## config.mk

```make
export PLATFORM = sky130hd
export DESIGN_NAME = sprite_blitter_flat
export DESIGN_NICKNAME = d
export VERILOG_FILES = /design/src/rtl/sprite_blitter_pkg.sv /design/src/rtl/sprite_blitter_if.sv /design/src/rtl/sprite_row_aligner.sv /design/src/rtl/sprite_blitter.sv /design/src/flat_wrapper.sv
export SDC_FILE = /design/constraint.sdc
export NUM_CORES = 1
export LEC_CHECK = 0
export ABC_AREA = 0
export BUFFER_PORTS_ARGS = -buffer_cell sky130_fd_sc_hd__buf_4
export CAP_MARGIN = 20
export CORE_MARGIN = 5
export CORE_UTILIZATION = 40
export DETAILED_ROUTE_END_ITERATION = 8
export PLACE_DENSITY = 0.69
export SYNTH_ARGS = -nofsm -noshare
export SYNTH_HDL_FRONTEND = slang
export SYNTH_SLANG_ARGS = --single-unit
```

## constraint.sdc

```tcl
create_clock -name clk -period 10.2 [get_ports clk]
set_input_delay 1.02 -clock clk [delete_from_list [all_inputs] [get_ports clk]]
set_output_delay 1.02 -clock clk [all_outputs]
set_load 0.005 [all_outputs]
```

## src/rtl/sprite_blitter_pkg.sv

```systemverilog
// Shared framebuffer geometry and blitter state encoding for the Chip-8 display path.
// Both the blitter and its bus interface import this package.
package chip8_fb_pkg;
  localparam int LORES_W   = 64;
  localparam int LORES_H   = 32;
  localparam int HIRES_W   = 128;
  localparam int HIRES_H   = 64;
  localparam int LORES_WPL = 4;
  localparam int HIRES_WPL = 8;
  localparam int FB_ADDR_W = 9;

  typedef enum logic [3:0] {
    IDLE, FETCH_ADDR, FETCH_DATA, FETCH2_ADDR, FETCH2_DATA,
    RD_A, WR_A, RD_B, WR_B, DONE, CLR
  } blitState_t;
endpackage

```

## src/rtl/sprite_blitter_if.sv

```systemverilog
// Main-memory read port plus framebuffer port B, as seen from the blitter (master).
interface sprite_blitter_if import chip8_fb_pkg::*; #(parameter int MEM_ADDR_W = 12);
  logic [MEM_ADDR_W-1:0] memAddr;
  logic                  memRd;
  logic [7:0]            memData;
  logic [FB_ADDR_W-1:0]  fbAddr;
  logic [15:0]           fbRdData;
  logic [15:0]           fbWrData;
  logic                  fbWe;

  modport master (output memAddr, memRd, fbAddr, fbWrData, fbWe,
                  input  memData, fbRdData);
  modport slave  (input  memAddr, memRd, fbAddr, fbWrData, fbWe,
                  output memData, fbRdData);
endinterface

```

## src/rtl/sprite_row_aligner.sv

```systemverilog
// Shifts a 16-pixel sprite row across two framebuffer words; bit 15 is the leftmost pixel.
module sprite_row_aligner (
  input  logic [15:0] row16,
  input  logic [3:0]  shift,
  output logic [15:0] maskA,
  output logic [15:0] maskB
);
  logic [31:0] pix32;

  assign pix32 = {row16, 16'h0000} >> shift;
  assign maskA = pix32[31:16];
  assign maskB = pix32[15:0];
endmodule

```

## src/rtl/sprite_blitter.sv

```systemverilog
// DXYN / CLS write engine: fetches sprite rows, XORs them into the framebuffer and reports collision.
module sprite_blitter import chip8_fb_pkg::*; #(
  parameter bit WRAP_EDGES = 1'b0,
  parameter int MEM_ADDR_W = 12
) (
  input  logic                  clk,
  input  logic                  res,
  input  logic                  hires,
  input  logic                  start,
  input  logic                  clear,
  input  logic [6:0]            x,
  input  logic [5:0]            y,
  input  logic [3:0]            n,
  input  logic [MEM_ADDR_W-1:0] spriteAddr,
  sprite_blitter_if.master      bus,
  output logic                  busy,
  output logic                  done,
  output logic                  collision
);
  blitState_t state, stateNext;

  logic                  hiresR, wideR;
  logic [MEM_ADDR_W-1:0] baseR;
  logic [4:0]            rowsR, rowIdx;
  logic [6:0]            x0;
  logic [5:0]            y0;
  logic [15:0]           row16;
  logic [FB_ADDR_W-1:0]  clrAddr;
  logic                  collisionR;

  logic [6:0]            line, nextLine;
  logic [FB_ADDR_W-1:0]  lineBase, wA, wB, clrLast;
  logic [2:0]            wordIdx;
  logic                  lastWord, skipB, lastRow, rowAdvance, hitA, hitB;
  logic [5:0]            byteIdx;
  logic [MEM_ADDR_W-1:0] fetchAddr;
  logic [15:0]           maskA, maskB;

  sprite_row_aligner aligner (.row16(row16), .shift(x0[3:0]), .maskA(maskA), .maskB(maskB));

  // Line before wrap is at most 63+15, so 7 bits hold it; the wrapped line feeds the word base.
  assign line      = {1'b0, y0} + {2'b00, rowIdx};
  assign nextLine  = line + 7'd1;
  assign lineBase  = hiresR ? {line[5:0], 3'b000} : {2'b00, line[4:0], 2'b00};
  assign wordIdx   = x0[6:4];
  assign wA        = lineBase + {6'd0, wordIdx};
  assign lastWord  = hiresR ? (wordIdx == 3'(HIRES_WPL - 1)) : (wordIdx == 3'(LORES_WPL - 1));
  assign wB        = lastWord ? lineBase : wA + 9'd1;
  assign skipB     = (maskB == 16'h0000) || (lastWord && !WRAP_EDGES);
  assign lastRow   = ((rowIdx + 5'd1) == rowsR) ||
                     (!WRAP_EDGES && (nextLine >= (hiresR ? 7'(HIRES_H) : 7'(LORES_H))));
  assign byteIdx   = wideR ? {rowIdx, 1'b0} : {1'b0, rowIdx};
  assign fetchAddr = baseR + MEM_ADDR_W'(byteIdx);
  assign clrLast   = hiresR ? 9'd511 : 9'd127;
  assign hitA      = |(bus.fbRdData & maskA);
  assign hitB      = |(bus.fbRdData & maskB);
  assign busy      = (state != IDLE);
  assign collision = collisionR;

  always_ff @(posedge clk) begin
    if (res) state <= IDLE;
    else     state <= stateNext;
  end

  // Clear has priority over start; neither is looked at outside IDLE.
  always_comb begin
    stateNext    = state;
    bus.memRd    = 1'b0;
    bus.memAddr  = '0;
    bus.fbAddr   = '0;
    bus.fbWrData = '0;
    bus.fbWe     = 1'b0;
    done         = 1'b0;
    rowAdvance   = 1'b0;
    case (state)
      IDLE: begin
        if (clear)      stateNext = CLR;
        else if (start) stateNext = FETCH_ADDR;
      end
      FETCH_ADDR: begin
        bus.memRd   = 1'b1;
        bus.memAddr = fetchAddr;
        stateNext   = FETCH_DATA;
      end
      FETCH_DATA:  stateNext = wideR ? FETCH2_ADDR : RD_A;
      FETCH2_ADDR: begin
        bus.memRd   = 1'b1;
        bus.memAddr = fetchAddr + MEM_ADDR_W'(1);
        stateNext   = FETCH2_DATA;
      end
      FETCH2_DATA: stateNext = RD_A;
      RD_A: begin
        bus.fbAddr = wA;
        stateNext  = WR_A;
      end
      WR_A: begin
        bus.fbAddr   = wA;
        bus.fbWrData = bus.fbRdData ^ maskA;
        bus.fbWe     = 1'b1;
        if (skipB) begin
          rowAdvance = 1'b1;
          stateNext  = lastRow ? DONE : FETCH_ADDR;
        end else begin
          stateNext  = RD_B;
        end
      end
      RD_B: begin
        bus.fbAddr = wB;
        stateNext  = WR_B;
      end
      WR_B: begin
        bus.fbAddr   = wB;
        bus.fbWrData = bus.fbRdData ^ maskB;
        bus.fbWe     = 1'b1;
        rowAdvance   = 1'b1;
        stateNext    = lastRow ? DONE : FETCH_ADDR;
      end
      DONE: begin
        done      = 1'b1;
        stateNext = IDLE;
      end
      CLR: begin
        bus.fbAddr = clrAddr;
        bus.fbWe   = 1'b1;
        if (clrAddr == clrLast) stateNext = DONE;
      end
      default: stateNext = IDLE;
    endcase
  end

  // Operands are reduced modulo the field size on start so the draw never sees an out-of-field origin.
  always_ff @(posedge clk) begin
    if (res) begin
      hiresR <= 1'b0; wideR <= 1'b0; baseR <= '0; rowsR <= '0; rowIdx <= '0;
      x0 <= '0; y0 <= '0; row16 <= '0; clrAddr <= '0; collisionR <= 1'b0;
    end else begin
      case (state)
        IDLE: begin
          if (clear) begin
            hiresR     <= hires;
            clrAddr    <= '0;
            collisionR <= 1'b0;
          end else if (start) begin
            hiresR     <= hires;
            wideR      <= hires && (n == 4'd0);
            baseR      <= spriteAddr;
            rowsR      <= (n == 4'd0) ? 5'd16 : {1'b0, n};
            x0         <= hires ? x : {1'b0, x[5:0]};
            y0         <= hires ? y : {1'b0, y[4:0]};
            rowIdx     <= '0;
            collisionR <= 1'b0;
          end
        end
        FETCH_DATA:  row16      <= {bus.memData, 8'h00};
        FETCH2_DATA: row16[7:0] <= bus.memData;
        WR_A: begin
          if (hitA)       collisionR <= 1'b1;
          if (rowAdvance) rowIdx     <= rowIdx + 5'd1;
        end
        WR_B: begin
          if (hitB)       collisionR <= 1'b1;
          if (rowAdvance) rowIdx     <= rowIdx + 5'd1;
        end
        CLR: clrAddr <= clrAddr + 9'd1;
        default: ;
      endcase
    end
  end
endmodule

```

## src/flat_wrapper.sv

```systemverilog
// flat-port wrapper written by rule: the top's interface ports become plain ports
module sprite_blitter_flat import chip8_fb_pkg::*;
#(
  parameter bit WRAP_EDGES = 1'b0,
  parameter int MEM_ADDR_W = 12
)
  (clk, res, hires, start, clear, x, y, n, spriteAddr, busy, done, collision, bus_memAddr, bus_memRd, bus_fbAddr, bus_fbWrData, bus_fbWe, bus_memData, bus_fbRdData);
  sprite_blitter_if #(.MEM_ADDR_W(MEM_ADDR_W)) bus_i ();
  input  logic clk;
  input  logic res;
  input  logic hires;
  input  logic start;
  input  logic clear;
  input  logic [6:0] x;
  input  logic [5:0] y;
  input  logic [3:0] n;
  input  logic [MEM_ADDR_W-1:0] spriteAddr;
  output logic busy;
  output logic done;
  output logic collision;
  output wire logic [$bits(bus_i.memAddr)-1:0] bus_memAddr;
  output wire logic [$bits(bus_i.memRd)-1:0] bus_memRd;
  output wire logic [$bits(bus_i.fbAddr)-1:0] bus_fbAddr;
  output wire logic [$bits(bus_i.fbWrData)-1:0] bus_fbWrData;
  output wire logic [$bits(bus_i.fbWe)-1:0] bus_fbWe;
  input wire logic [$bits(bus_i.memData)-1:0] bus_memData;
  input wire logic [$bits(bus_i.fbRdData)-1:0] bus_fbRdData;
  assign bus_memAddr = bus_i.memAddr;
  assign bus_memRd = bus_i.memRd;
  assign bus_fbAddr = bus_i.fbAddr;
  assign bus_fbWrData = bus_i.fbWrData;
  assign bus_fbWe = bus_i.fbWe;
  assign bus_i.memData = bus_memData;
  assign bus_i.fbRdData = bus_fbRdData;
  sprite_blitter #(.WRAP_EDGES(WRAP_EDGES), .MEM_ADDR_W(MEM_ADDR_W)) u_core (.clk(clk), .res(res), .hires(hires), .start(start), .clear(clear), .x(x), .y(y), .n(n), .spriteAddr(spriteAddr), .bus(bus_i), .busy(busy), .done(done), .collision(collision));
endmodule
```

==> impl_metrics.ini, run 1 <==
[cells_and_area]
antenna_cells = 0
stdcell_area_um2 = 7710
final_common_cell = nand2_1
utilization_pct = 48.2
regArea_um2 = 1340
fillers = 1684
multiInputGateArea_um2 = 4890
drive_above_1_share_pct = 16.7
layout.cells.most_common_list = nand2_1 (144), buf_4 (109), a21oi_1 (91), nor2_1 (75), dfxtp_1 (66)
fin_nets = 1044
instances_no_fill = 1184
syn2layout_area_growth_pct = 17.3

[synth]
yosys_most_used_dff = dfxtp_1
synth.net_count = 983
ys_seq_area_share_pct = 20.4
ys_types = 78
synthCells = 904
avgSynthCellArea_um2 = 7.27
synth_top_area_share_pct = 20.4
synth_area_leader_cell = dfxtp_1
netlist_area_um2 = 6570
synth_seq_cells = 67
synth_area_leaders = dfxtp_1 (20%), nand2_1 (8.2%), a21oi_1 (6.9%)
ys_warn_count = 0
synthArstFlopShare_pct = 0
synth_edf_count = 0

[route]
drt_drc_violations_left = 0
vias = 7166
viasPerCell = 6.05
wl_per_cell_um = 17.6
routed_wl_um = 20800
drtPass1Iterations = 5
drtIter0Drc = 706
detail-route-antenna-nets = 0

[timing]
min_period_ps = 5050
rsz0062_at_grt = no
timing.hold.ws_ps = 462
hold_viol = 0
worst_pin_slew_ps = 1050
fin_tns_setup_ps = 0
setup_viol = 0
finalCritPeriodShare_pct = 49.5
relSlewSlack_pct = 30.0
skew_ps = 4.74
maxSlewViolCount = 0
max_freq_mhz = 198

[setup_path]
slowest_stage = a2111oi_0
worst-path-buf-inv = 2
r2r-start = u_core.rowIdx[2]$_SDFFE_PP0P_
end_kind = primary output
crit_type = register to primary output
reg2reg_slack_ps = 6600
arrival_ps = 4030
timing.rr.end = u_core.state[3]$_SDFFE_PP0P_
cp_max_fo = 6
max_stage_delay_ps = 690
cp-start-kind = register
ff2ff_path_depth = 11
cp_top_family = compound AO/OA/AOI/OAI gates
cp_cell_sequence = inv_1 > o21ai_0 > ha_1 > a211oi_1 > nor2_1 > a2111oi_0 > nand4b_1 > or3b_2 > o311ai_0 > o41ai_1 > buf_4
critPathRequiredTime_ps = 9180

[placement]
post-dp-hpwl_um = 15400
portBuffers = 99
placed_cell_area_um2 = 7410
dp.cells = 1169
place.gp.congestion = 0.960

[clock_network]
cts_resized = 0
insertion_delay_ps = 330
clk_path_buf_depth = 2
cts.htree.levels = 3
cts_made_buffers = 9
clk_pin_slew_ps = 50
cts-root-buf = clkbuf_16
cts.sink_count = 67
postCtsSetupBuffers = 0
cts_hold_buf = 0
cts_tree = built

[grt]
antenna_found_initial = 0
grt_max_degree = 72
grt_use_total_pct = 20.8
grt-ovfl-total = 0
grt_pass1_wl_um = 33800
grt_pass1_vias = 6486

[min_path]
worstHoldStart = u_core.baseR[0]$_SDFFE_PP0P_
min_to = u_core.baseR[0]$_SDFFE_PP0P_
whs_path_depth = 2
hp-class = register to register

[die]
die_y_um = 138
core_um2 = 16000
initial_core_util_pct = 41.1
die_area_um2 = 19100
num_io_pins = 100
rows = 46
die_w_um = 138

[pwr]
p_leak_uw = 0.00300
p_per_area_nw_per_um2 = 131
ir_drop_v = 0.0000849

[job]
cap_viol_max_count = 0

[run_status]
status = finished clean
synth_stat cells (5+ instances only):
library cell and instances:
a2111oi_0 5, a211o_1 6, a211oi_1 15, a21o_1 9, a21oi_1 91, a221oi_1 17, a22oi_1 18, a31oi_1 8
and2_1 11, and3_1 11, buf_1 6, buf_2 6, clkbuf_1 45, dfxtp_1 67, ha_1 19, inv_1 22
mux2_2 9, mux2i_1 32, mux4_2 10, nand2_1 144, nand2b_1 10, nand3_1 32, nand3b_1 6, nand4_1 9
nor2_1 75, nor2b_1 7, nor3_1 22, nor3b_1 6, o2111ai_1 5, o211ai_1 6, o21a_1 8, o21ai_0 42
o221ai_1 5, o22a_1 5, o22ai_1 6, o32ai_1 6, or2_2 7, xnor2_1 22, xor2_1 10
cell type report:
class / instances / share of cell area (%)
repair buffers: 110 / 10.8
flip-flops and latches: 67 / 17.4
clock inverters: 3 / 0.519
well taps: 216 / 3.51
multi-input cells: 753 / 63.5
inverters: 24 / 1.17
clock buffers: 11 / 3.15
flip-flops by register name, summed over array words and instances (netlist names):
name and count:
u_core.hiresR 1, u_core.clrAddr 9, u_core.rowIdx 5, u_core.y0 6, u_core.collision 1, u_core.x0 7
u_core.rowsR 5, u_core.state 4, u_core.wideR 1, u_core.row16 16, u_core.baseR 12
stage by stage:
step	power, uW	setup slack, ps
after global routing	1070	4740
after floorplan	586	5950
after detailed placement	712	5500
after global placement	709	5560
after CTS	1010	5120
final	1010	5150
tightest hold or removal path, cell delays in order (launching register included):
cell and delay [ps]:
dfxtp_1 310, nand2_1 50, a21oi_1 50
metal layers:
layer | GRT usage, % | vias to the layer above | part of all wire (%)
met5 | 0 | - | 0
met2 | 32.3 | 297 | 45
met1 | 29.2 | 3340 | 45
met3 | 3.66 | 38 | 7.6
li1 | - | 3491 | -
met4 | 7.28 | 0 | 2.3
worst max-delay path by stage:
stage                                  start              end  slack (ps)  cells after the start
2_1_floorplan      u_core.wideR$_SDFFE_PP0P_  bus_memAddr[11]        5950                     10
3_3_place_gp   u_core.rowIdx[1]$_SDFFE_PP0P_  bus_memAddr[11]        5560                     11
3_5_place_dp   u_core.rowIdx[1]$_SDFFE_PP0P_  bus_memAddr[11]        5500                     11
4_1_cts        u_core.rowIdx[1]$_SDFFE_PP0P_  bus_memAddr[11]        5120                     11
5_1_grt        u_core.rowIdx[1]$_SDFFE_PP0P_  bus_memAddr[11]        4740                     11
6_report       u_core.rowIdx[1]$_SDFFE_PP0P_  bus_memAddr[11]        5150                     11
kinds of logic after synthesis:
group,count (synthesis),share of synthesized area (%)
buffers and inverters,84,5.29
flip-flops,67,20.4
AND/OR/NAND/NOR,354,24.8
multiplexers,58,11.5
XOR/XNOR,32,4.26
AO/OA/AOI/OAI,288,29.5
adder cells (fa/ha/maj),21,4.23
power by group:
part	switching [uW]	total [uW]	internal (uW)	leakage, uW
logic	225	381	156	0.00231
clock network	107	299	192	0.000141
registers	47.7	333	286	0.000544
total	380	1010	633	0.00300
Note: power is estimated with default switching activity, not from simulation.
==> run 2: changes to the inputs <==
Clock period 10.2 ns to 4.9 ns, I/O delays scaled along.
==> run 2 against run 1 <==
  * Utilization grew 0.30 points
  * Sequential share of layout area shrank 0.11 points
  * Total power grew 110%
  * First-iteration DRC count shrank 8.6%
  * Sequential cell count is the same
  * Critical path depth is the same
  * Largest cell class unchanged
  * Largest power group unchanged
==> impl_metrics.ini, run 2 (synthesized netlist as in run 1, its figures left out) <==
[timing]
hold_viol = 0
fin_tns_setup_ps = 0
timing.hold.ws_ps = 407
relSlewSlack_pct = 30.8
worst_pin_slew_ps = 1040
maxSlewViolCount = 0
finalCritPeriodShare_pct = 91.8
rsz0062_at_grt = no
setup_viol = 0
skew_ps = 8.02
max_freq_mhz = 222
min_period_ps = 4500

[pwr]
p_int_uw = 1290
p_per_area_nw_per_um2 = 270
p_sw_share_pct = 38.3
pwr-share-seq_pct = 33.4
comb_power_share_pct = 37.6
p_leak_uw = 0.00301
clkPwrFrac_pct = 29.1
ir_drop_v = 0.000183
power_switching_uw = 803
p_total_uw = 2100

[die]
num_io_pins = 100
initial_core_util_pct = 41.1
die_w_um = 138
rows = 46
core_um2 = 16000
die_area_um2 = 19100
die_y_um = 138

[grt]
grt_use_total_pct = 20.7
grt_pass1_vias = 6658
antenna_found_initial = 0
grt-ovfl-total = 0
grt_pass1_wl_um = 34000
grt_max_degree = 72

[route]
vias = 7159
drt_drc_violations_left = 0
wl_met3_um = 1460
topRoutingLayerUsed = met4
wl_per_cell_um = 17.4
met1_length_um = 9430
drtPass1Iterations = 6
routed_wl_um = 20700
route.met2.wl_um = 9220
drtIter0Drc = 645
viasPerCell = 6.02
detail-route-antenna-nets = 0

[placement]
post-dp-hpwl_um = 15500
portBuffers = 99
place.gp.congestion = 0.940

[cells_and_area]
reg_top3 = u_core.row16: 16 flops, u_core.baseR: 12 flops, u_core.clrAddr: 9 flops
drive_above_1_share_pct = 17.3
multiInputGateArea_um2 = 4890
final_common_cell = nand2_1
fin_nets = 1047
layout.cells.most_common_list = nand2_1 (144), buf_4 (112), a21oi_1 (91), nor2_1 (75), dfxtp_1 (66)
syn2layout_area_growth_pct = 18.0
fillers = 1646
largest_reg_flops = 16
regArea_um2 = 1340
top_register = u_core.row16
antenna_cells = 0

[setup_path]
cp-start-kind = register
end_kind = primary output
slowest_stage = a2111oi_1
r2r-start = u_core.x0[1]$_SDFFE_PP0P_
critPathRequiredTime_ps = 4410
arrival_ps = 4010
cp_max_fo = 6
crit_type = register to primary output
crit_start = u_core.rowIdx[1]$_SDFFE_PP0P_
cp_cell_sequence = inv_1 > o21ai_0 > ha_1 > a211oi_1 > nor2_1 > a2111oi_1 > nand4b_1 > or3b_2 > o311ai_0 > o41ai_1 > buf_4
max_stage_delay_ps = 580

[clock_network]
clk_path_buf_depth = 2
cts.sink_count = 67
cts_made_buffers = 9
clk_pin_slew_ps = 60
cts_tree = built
insertion_delay_ps = 330
cts.htree.levels = 3
cts-root-buf = clkbuf_16

[min_path]
worstHoldStart = x[4]
hp-class = input pin to register

[run_status]
status = finished clean

[job]
cap_viol_max_count = 0
## run 2: cell types whose count changed in the layout (fill, tap and decap cells not counted), sizes merged
cell / previous run / this run
clkinvlp: 0 / 2
buf: 110 / 113
clkinv: 3 / 4
bufinv: 1 / 0
## run 2: layout make-up
class | count | share of cell area [%]
timing repair buffer | 113 | 11.2
multi-input combinational | 753 | 63.1
sequential | 67 | 17.3
clock buffer | 11 | 3.26
inverter | 24 | 1.16
tap | 216 | 3.48
clock inverter | 5 | 0.484
## run 2: timing repair
| item | in CTS | in global routing |
|---|---|---|
| endpoints found under the setup margin | 0 | 1 |
| hold buffers | 0 | 0 |
| setup buffers | 0 | 0 |
| resized for setup | 0 | 1 |
## run 2: final timing paths
| check | endpoint | slack (ps) | cells past startpoint |
|---|---|---|---|
| setup / recovery | bus_memAddr[11] | 400 | 11 |
| hold / removal | u_core.x0[4]$_SDFFE_PP0P_ | 410 | 3 |
| setup reg to reg | u_core.rowIdx[3]$_SDFFE_PP0P_ | 1410 | 7 |
| hold reg to reg | u_core.baseR[0]$_SDFFE_PP0P_ | 460 | 2 |
## run 2: routing by layer
layer	up-vias	track usage, %
li1	3507	-
met1	3323	28.6
met2	290	32.4
met3	39	4.03
met4	0	7.23
met5	-	0
## run 2: critical path: cells and delay by family, from the launching register on
family                     cells  cell delay [ps]
adders and majority gates      1              330
DFF                            1              470
buffers and inverters          2              240
AOI/OAI and AO/OA              5             1730
and+or+nand+nor                3              900
## run 2: power groups by stage
stage | Sequential [uW] | Clock [uW] | Combinational [uW]
4_1_cts | 702 | 621 | 774
5_1_grt | 711 | 647 | 870
2_1_floorplan | 640 | 0 | 580
3_3_place_gp | 712 | 0 | 764
6_report | 699 | 609 | 788
3_5_place_dp | 713 | 0 | 769
## run 2: stage by stage
stage                     cell area, um2  utilization (%)  std cells  worst slack (ps)
after floorplan                     6570                -        904              1180
after global placement              7440             46.5       1172               791
after detailed placement            7440             46.5       1172               678
after CTS                           7730             48.3       1188               319
after global routing                7760             48.5       1189              76.3
final                               7760             48.5       1189               402
==> run 3: changes to the inputs <==
--- a/config.mk
+++ b/config.mk
@@ -8,5 +8,4 @@
 export ABC_AREA = 0
 export BUFFER_PORTS_ARGS = -buffer_cell sky130_fd_sc_hd__buf_4
-export CAP_MARGIN = 20
 export CORE_MARGIN = 5
 export CORE_UTILIZATION = 40
==> constraint.sdc (replaced) <==
create_clock -name clk -period 4.9 [get_ports clk]
set_input_delay 0 -clock clk [delete_from_list [all_inputs] [get_ports clk]]
set_output_delay 0 -clock clk [all_outputs]
set_load 0.005 [all_outputs]
==> run 3 against run 2 <==
  * Final cell count up 2.9%
  * Utilization up 2.2 points
  * Global-route usage rose by 0.94 points
  * Hold slack worse by 330 ps
  * Cell area up 4.4%
  * Register-to-register slack got worse by 140 ps
  * Clock power up 4.9%
  * First-iteration DRC count fell by 8.8%
  * Critical endpoint unchanged
  * Highest routed layer unchanged
==> impl_metrics.ini, run 3 (synthesized netlist as in run 1, its figures left out) <==
[clock_network]
cts_tree = built
cts.sink_count = 67
cts-root-buf = clkbuf_16
insertion_delay_ps = 340
cts_made_buffers = 9
postCtsSetupBuffers = 0
cts.htree.levels = 3
clk_pin_slew_ps = 60
clk_path_buf_depth = 2

[cells_and_area]
drive_above_1_share_pct = 16.1
reg_top3 = u_core.row16: 16 flops, u_core.baseR: 12 flops, u_core.clrAddr: 9 flops
syn2layout_area_growth_pct = 23.2
final_common_cell = nand2_1
layout.cells.most_common_list = nand2_1 (144), buf_4 (108), a21oi_1 (91), nor2_1 (75), dfxtp_1 (66)
antenna_cells = 0
utilization_pct = 50.6
top_register = u_core.row16
largest_reg_flops = 16
fin_nets = 1082

[die]
initial_core_util_pct = 41.1
die_area_um2 = 19100
die_y_um = 138
die_w_um = 138
core_um2 = 16000
num_io_pins = 100
rows = 46

[route]
routed_wl_um = 21500
drtPass1Iterations = 5
viasPerCell = 6.00
drtIter0Drc = 588
wl_per_cell_um = 17.6
detail-route-antenna-nets = 0
drt_drc_violations_left = 0
vias = 7335

[pwr]
p_leak_uw = 0.00314
p_total_uw = 2150
ir_drop_v = 0.000148
p_per_area_nw_per_um2 = 266

[timing]
worst_pin_slew_ps = 1220
skew_ps = 5.21
min_period_ps = 4090
max_freq_mhz = 244
timing.hold.ws_ps = 79.1
maxSlewViolCount = 0
finalCritPeriodShare_pct = 83.5
rsz0062_at_grt = no
relSlewSlack_pct = 18.2
hold_viol = 0
fin_tns_setup_ps = 0
setup_viol = 0

[setup_path]
crit_type = register to primary output
crit_start = u_core.rowIdx[1]$_SDFFE_PP0P_
arrival_ps = 4090
cp-start-kind = register
cp_top_family = compound AO/OA/AOI/OAI gates
worst-path-buf-inv = 2
slowest_stage = a2111oi_0
end_kind = primary output
r2r-start = u_core.x0[1]$_SDFFE_PP0P_
max_stage_delay_ps = 740
cp_cell_sequence = inv_1 > o21ai_0 > ha_1 > a211oi_1 > nor2_1 > a2111oi_0 > nand4b_1 > or3b_2 > o311ai_0 > o41ai_1 > buf_4
cp_max_fo = 6
critPathRequiredTime_ps = 4900

[placement]
place.gp.congestion = 0.977
portBuffers = 99
post-dp-hpwl_um = 15600

[job]
cap_viol_max_count = 0

[run_status]
status = finished clean

[grt]
grt_pass1_wl_um = 35300
grt_use_total_pct = 21.7
antenna_found_initial = 0
grt-ovfl-total = 0
grt_pass1_vias = 6871
grt_max_degree = 72

[min_path]
hp-class = input pin to register
worstHoldStart = start
==> run 3: routing by layer <==
| layer | track usage (%) | vias to the layer above | share of wire [%] |
|---|---|---|---|
| li1 | - | 3567 | - |
| met5 | 0 | - | 0 |
| met3 | 3.21 | 54 | 7.1 |
| met2 | 33.8 | 329 | 45 |
| met1 | 30.0 | 3385 | 45 |
| met4 | 8.84 | 0 | 3.3 |
==> run 3: area by class of cell <==
cell class              count  area, um2
clock buffers               9        225
clock inverters             6       67.6
fillers                  1591       7900
inverters                  24       90.1
multi-input cells         753       4890
flip-flops and latches     67       1340
well taps                 216        270
repair buffers            148       1210
==> run 3: report_power, final <==
| part | switching [uW] | internal (uW) |
|---|---|---|
| logic | 464 | 342 |
| clock network | 248 | 391 |
| registers | 113 | 594 |
| total | 824 | 1330 |
==> run 3: what timing repair did <==
action / 4_1_cts / 5_1_grt
endpoints found under the hold margin: 48 / 0
hold buffers: 40 / 0
gates resized for setup: 0 / 0
==> run 3: final timing paths <==
path                                   endpoint  slack (ps)  depth (start not counted)
setup / recovery                bus_memAddr[11]         810                         11
hold reg to reg       u_core.y0[4]$_SDFFE_PP0P_         460                          2
hold / removal     u_core.state[0]$_SDFFE_PP0P_          80                          3
setup reg to reg  u_core.rowIdx[3]$_SDFFE_PP0P_        1270                          7
==> run 3: per-stage QoR <==
step | area (um2) | worst slack, ps | std cells
2_1_floorplan | 6570 | 1670 | 904
3_3_place_gp | 7410 | 1260 | 1168
3_5_place_dp | 7410 | 1230 | 1168
4_1_cts | 8100 | 818 | 1223
5_1_grt | 8100 | 351 | 1223
6_report | 8100 | 808 | 1223
==> run 3: worst register-to-register path, delay by kind of cell (launching register included) <==
kind / cells / cell delay [ps]
flip-flops: 1 / 1030
multiplexers: 1 / 510
AND/OR/NAND/NOR: 1 / 220
AO/OA/AOI/OAI: 5 / 1750
